<file path="src/rtl/layer_deserializer.sv">
// Collects INPUT_SIZE consecutive words from a valid/ready stream into one
// parallel vector and presents it downstream on its own valid/ready handshake.
module layer_deserializer #(
  parameter int INPUT_SIZE = 4,
  parameter int WORD_SIZE  = 16,
  localparam int CW        = (INPUT_SIZE > 1) ? $clog2(INPUT_SIZE) : 1
) (
  input  logic                            clk_i,
  input  logic                            reset_i,
  input  logic                            valid_i,
  output logic                            ready_o,
  input  logic [WORD_SIZE-1:0]            data_i,
  output logic                            valid_o,
  input  logic                            ready_i,
  output logic [INPUT_SIZE*WORD_SIZE-1:0] data_o,
  output logic [CW-1:0]                   count_o
);

  typedef enum logic {
    eFILL = 1'b0,
    eFULL = 1'b1
  } state_e;

  localparam logic [CW-1:0] LAST = CW'(INPUT_SIZE - 1);

  state_e               state;
  logic [CW-1:0]        count;
  logic [WORD_SIZE-1:0] slot [INPUT_SIZE];
  logic                 in_xfer;
  logic                 out_xfer;

  // In eFULL the buffer frees up only as the vector leaves, so ready is a
  // pass-through of the downstream ready; reset blocks the upstream outright.
  assign ready_o  = reset_i && ((state == eFILL) || ready_i);
  assign in_xfer  = valid_i && ready_o;
  assign out_xfer = (state == eFULL) && ready_i;

  assign valid_o = (state == eFULL);
  assign count_o = count;

  for (genvar k = 0; k < INPUT_SIZE; k++) begin : g_pack
    assign data_o[k*WORD_SIZE +: WORD_SIZE] = slot[k];
  end

  // NOTE: sequential state uses non-blocking assignments so every register
  // samples the pre-edge values, independent of block ordering.
  always_ff @(posedge clk_i) begin
    if (!reset_i) begin
      state <= eFILL;
      count <= '0;
    end else if (in_xfer) begin
      // A write in eFULL can only happen alongside the handoff (count is 0),
      // so the same wrap logic covers both the fill and the simultaneous case.
      if (count == LAST) begin
        count <= '0;
        state <= eFULL;
      end else begin
        count <= count + CW'(1);
        state <= eFILL;
      end
    end else if (out_xfer) begin
      state <= eFILL;
    end
  end

  // NOTE: the payload store is reset on purpose because data_o must read
  // zero after reset; a plain data buffer would normally be left unreset.
  always_ff @(posedge clk_i) begin
    if (!reset_i) begin
      for (int k = 0; k < INPUT_SIZE; k++) slot[k] <= '0;
    end else if (in_xfer) begin
      for (int k = 0; k < INPUT_SIZE; k++) begin
        if (count == CW'(k)) slot[k] <= data_i;
      end
    end
  end

`ifndef SYNTHESIS
  a_no_blocked_write : assert property (
    @(posedge clk_i) disable iff (!reset_i) !ready_o |-> !in_xfer);

  a_hold_under_backpressure : assert property (
    @(posedge clk_i) disable iff (!reset_i)
    (valid_o && !ready_i) |=> (valid_o && $stable(data_o) && $stable(count_o)));
`endif

endmodule

</file>
<file path="config.mk">
export PLATFORM = sky130hd
export DESIGN_NAME = layer_deserializer
export DESIGN_NICKNAME = d
export VERILOG_FILES = /design/src/rtl/layer_deserializer.sv
export SDC_FILE = /design/constraint.sdc
export NUM_CORES = 1
export LEC_CHECK = 0
export CORE_UTILIZATION = 40
export CTS_CLUSTER_DIAMETER = 200
export DETAILED_ROUTE_END_ITERATION = 12
export GPL_TIMING_DRIVEN = 0
export PLACE_DENSITY = 0.71
export SYNTH_ARGS = -nofsm -noshare
export SYNTH_HDL_FRONTEND = slang
export SYNTH_SLANG_ARGS = --single-unit
</file>
<file path="constraint.sdc">
create_clock -name clk_i -period 6.05 [get_ports clk_i]
set_clock_uncertainty 0.1 [all_clocks]
set_input_delay 0.605 -clock clk_i [delete_from_list [all_inputs] [get_ports clk_i]]
set_output_delay 0.605 -clock clk_i [all_outputs]
set_load 0.02 [all_outputs]
</file>
Yosys cells after proc, flatten, opt, wreduce, memory -nomap -nowiden
Memory sizes are Yosys's and may differ from the RTL's.
Index checks and enable logic that the tools add are counted.
{"block": "word_totals", "register_bits": 3, "latch_bits": 0, "ramBits": 64, "mem_bits_ro": 0, "inputBits": 20, "out_inout_bits": 68, "wordCells": 42, "memories": 1}
{"memory": "slot", "words": 4, "word_bits": 16, "rd": 4, "rd_ports_with_merged_regs": 0, "write_ports": 4, "line": "28", "text": "logic [WORD_SIZE-1:0] slot [INPUT_SIZE];"}
{"block": "classes", "addsub": 1, "n_mul": 0, "div_mod_pow": 0, "n_lt_le_gt_ge": 0, "n_eq_ne": 3, "shift": 0, "muxes": 24, "bitwise": 5, "n_reduce_logical": 6}
{"operator": "16-bit two-way mux", "count": 4}
{"operator": "1-bit two-way mux", "count": 19}
{"operator": "2-bit == test (second input constant)", "count": 2}
{"operator": "1-bit bitwise OR", "count": 4}
{"operator": "1-bit logical AND", "count": 3}
{"operator": "2-bit by 1-bit adder with 2-bit output (second input constant)", "count": 1}
{"operator": "2-bit by 1-bit == test with 1-bit output (second input constant)", "count": 1}
{"operator": "2-bit zero test", "count": 1}
{"operator": "2-bit two-way mux", "count": 1}
{"operator": "2-bit nonzero test", "count": 1}
{"operator": "1-bit logical OR", "count": 1}
{"operator": "1-bit NOT", "count": 1}

Longest topological paths before layout
Gate-level depths: netlist of run 1.
{"block": "logic_depth", "word_depth": 8, "mapped_depth": 6, "ltp_nobuf": 5}

Least setup slack after synthesis of run 1
No wires, ideal clock.
{"block": "synth_path", "kind": "input to register", "start": "in ready_i", "end": "mem slot[2][0] (enable)", "setup_ns": 0.411, "arrival_ns": 2.062, "required_ns": 5.539, "slack_ns": 3.477, "stages": 3, "path_buffers": 0, "cell_sequence": "nand2b_1 > nand2_1 > o21ai_0"}
{"item": "from (decl)", "line": "14", "text": "input logic ready_i,"}
{"item": "to (decl)", "line": "28"}

Final worst setup path of run 1
{"block": "layout_path", "start": "in reset_i", "end": "out ready_o"}
{"block": "layout_via", "elab_chain_len": 1}
{"item": "from (decl)", "line": "9", "text": "input logic reset_i,"}
{"item": "1-bit logical AND", "line": "34", "text": "assign ready_o = reset_i && ((state == eFILL) || ready_i);"}
{"item": "to (decl)", "line": "11", "text": "output logic ready_o,"}
Every way passes these cells.

==> results of run 1 <==
kinds of logic (layout without fill, tap and decap cells):
family | count (synthesis) | after routing | synth area share [%]
flops | 67 | 67 | 74.12
mux | 1 | 1 | 0.3744
simple gates | 83 | 83 | 20.22
fa+ha+maj | 4 | 4 | 1.872
compound gates | 5 | 5 | 1.123
buf+inv | 10 | 113 | 2.292
area by class of cell:
class,instances,area [µm²],area share (%)
Buffer,5,42.54,1.110
Timing Repair Buffer,88,882.1,23.01
Sequential cell,67,1982,51.70
Clock buffer,11,131.4,3.427
Multi-Input combinational cell,93,638.1,16.64
Tap cell,77,96.34,2.513
Inverter,5,18.77,0.4896
Clock inverter,4,42.54,1.110
placed cells by master, fill, tap and decap left out:
cell and instances:
clkinv_1 2, and2b_4 1, dfxtp_1 3, clkinv_2 1, ha_1 4, nand2b_1 1, o21ai_2 2, a21boi_0 2
nand4_1 1, and2_1 65, clkbuf_8 9, nand2_1 8, nand3_1 2, edfxtp_1 64, o21ai_0 1, nor3_4 4
clkdlybuf4s50_1 87, clkbuf_1 2, buf_6 3, buf_4 2, bufinv_16 1, inv_1 4, inv_2 1, buf_2 1
nand2_2 1, mux2i_1 1
through the flow:
stage	setup WS [ns]	instances	util (%)	instance area, µm²
floorplan	3.477	170	-	2674
global placement	2.103	334	57.01	3641
detailed placement	3.229	335	57.31	3660
CTS	3.228	350	60.03	3834
global route	3.167	350	60.03	3834
finish	3.232	350	60.03	3834
critical path: stages:
cell	delay [ns]
clkdlybuf4s50_1	0.52
buf_2	0.24
and2_1	0.15
clkdlybuf4s50_1	0.59
worst max path at each step:
stage          depth (start not counted)  startpoint  slack (ns)          end
6_report                               4     reset_i        3.23      ready_o
4_1_cts                                4     reset_i        3.23      ready_o
3_3_place_gp                           4     ready_i        2.10  slot[2][12]
5_1_grt                                4     reset_i        3.17      ready_o
3_5_place_dp                           4     reset_i        3.23      ready_o
2_1_floorplan                          3     ready_i        3.48   slot[2][0]
registers in the layout, indices dropped and copies added (netlist names):
name	count
count_o	2
slot	64
valid_o	1
power breakdown:
group	leakage [nW]	internal (mW)	switching [mW]	total, mW
registers	0.696	0.538	0.00908	0.547
logic	0.644	0.0666	0.0775	0.144
clock network	0.0882	0.185	0.157	0.342
layer usage:
metal / wire length (µm) / up-vias / part of all wire, % / track usage, %
met5: 0 / - / 0 / 0
met4: 82 / 0 / 1.5 / 7.396
met3: 418 / 8 / 7.5 / 6.034
met2: 2588 / 68 / 46 / 26.02
met1: 2513 / 784 / 45 / 21.96
li1: - / 787 / - / -
==> out/results.tsv, run 1 <==
metric	value	unit
EDFF count, synth	64	
VDD IR max	159.2	µV
LEAKAGE	1.429	nW
Final Hold Fails	0	
Cell Area, Synth	2674	µm²
WL per Instance	16.01	µm
synthesized net count	194	
Port Buf Inserts	87	
result of the run	completed	
Setup crit end kind	output port	
fillers	511	
Setup Buffers After CTS	0	
max-slew violations	0	
warnings from Yosys	0	
post-synthesis async set-or-reset flop share	0	%
most common cell in the netlist	and2_1	
First DRT Iteration DRCs	85	
n_diodes	0	
die area	7016	µm²
H-tree levels	3	
Slew HR	33.63	%
io pins	88	
max_cap viols	0	
FF-to-FF End	slot[3][13]	
Worst-Skew Late Latency	0.33	ns
Mapped Cells	170	
vias in the first global route	1677	
flops & latches, synth	67	
main flop type after synthesis	edfxtp_1	
Clk pin slew, worst setup/hold paths	0.07	ns
hold slack	0.4226	ns
via count	1647	
launching point of the worst reg2reg path	count_o[0]	
GRT Residual Overflow	0	
Max FO, Critical Path	10	
min-delay src	count_o[1]	
DRT Pass-1 Iters	4	
WP data required	5.34	ns
Design Power	1.033	mW
site row count	29	
Die Y	83.76	µm
CTS tree	built	
antenna violations before repair	0	
clock sink total	67	
commonest cells in the netlist	65 x and2_1, 64 x edfxtp_1, 8 x nand2_1	
Synth cell types	19	
Final Cycle Share	46.58	%
post-route ant nets	0	
Synth area leaders	edfxtp_1 72%, and2_1 15%, nor3_4 2.4%	
top cell type's share of synthesized area	71.88	%
layout cells sized above 1	9.524	%
maximum clock path buffer count	2	
post-CTS sizing	0	
flop-to-flop setup slack	4.06	ns
Hold Path Sink	count_o[1]	
HP Class	reg -> reg	
Die Width	83.76	µm
Setup Total Neg Slack	0	ns
hold buffer count at CTS	0	
fmax	354.8	MHz
Residual DRC	0	
Synth area leader	edfxtp_1	
pin count of the biggest net entering global routing	17	
Total GRT Usage	17.01	%
measured slew at the worst slew-check pin	0.9955	ns
GP Congestion	0.7270	
first-pass GRT wire length	8.735	mm
CTS buffer count	9	
reg2reg path depth	3	
PwrDens	269.6	nW/µm²
Critical Path Start Type	input pin	
critical path class	in -> out	
unrepaired setup endpoints after global routing	no	
endpoints failing setup	0	
post-synthesis sequential area ratio	74.12	%
Arr. time, crit path	2.11	ns
HPWL Detailed	3.778	mm
initial core utilization	41.87	%
hold path cells	2	
vias per cell	4.706	
Root Driver	clkbuf_8	
crit path time final	2.818	ns
Final #Nets	293	
core area	6386	µm²
Area Overhead vs Synth	43.38	%
drt total wl	5.604	mm
Post-Syn Area per Cell	15.73	µm²
Note: power is estimated with default switching activity, not from simulation.
==> run 2: changes to the inputs <==
clock period = 2.9 ns   (was 6.05 ns; I/O delays follow)
==> results of run 2 <==
The final DEF is identical to that of run 1. Status: completed.
Among the figures that moved: setup slack after placement 3.229 ns -> 0.4423 ns; setup slack after layout 3.232 ns -> 0.7116 ns; register-to-register setup slack 4.06 ns -> 0.91 ns; total power 1.033 mW -> 2.156 mW; worst IR drop on VDD 159.2 µV -> 332.1 µV
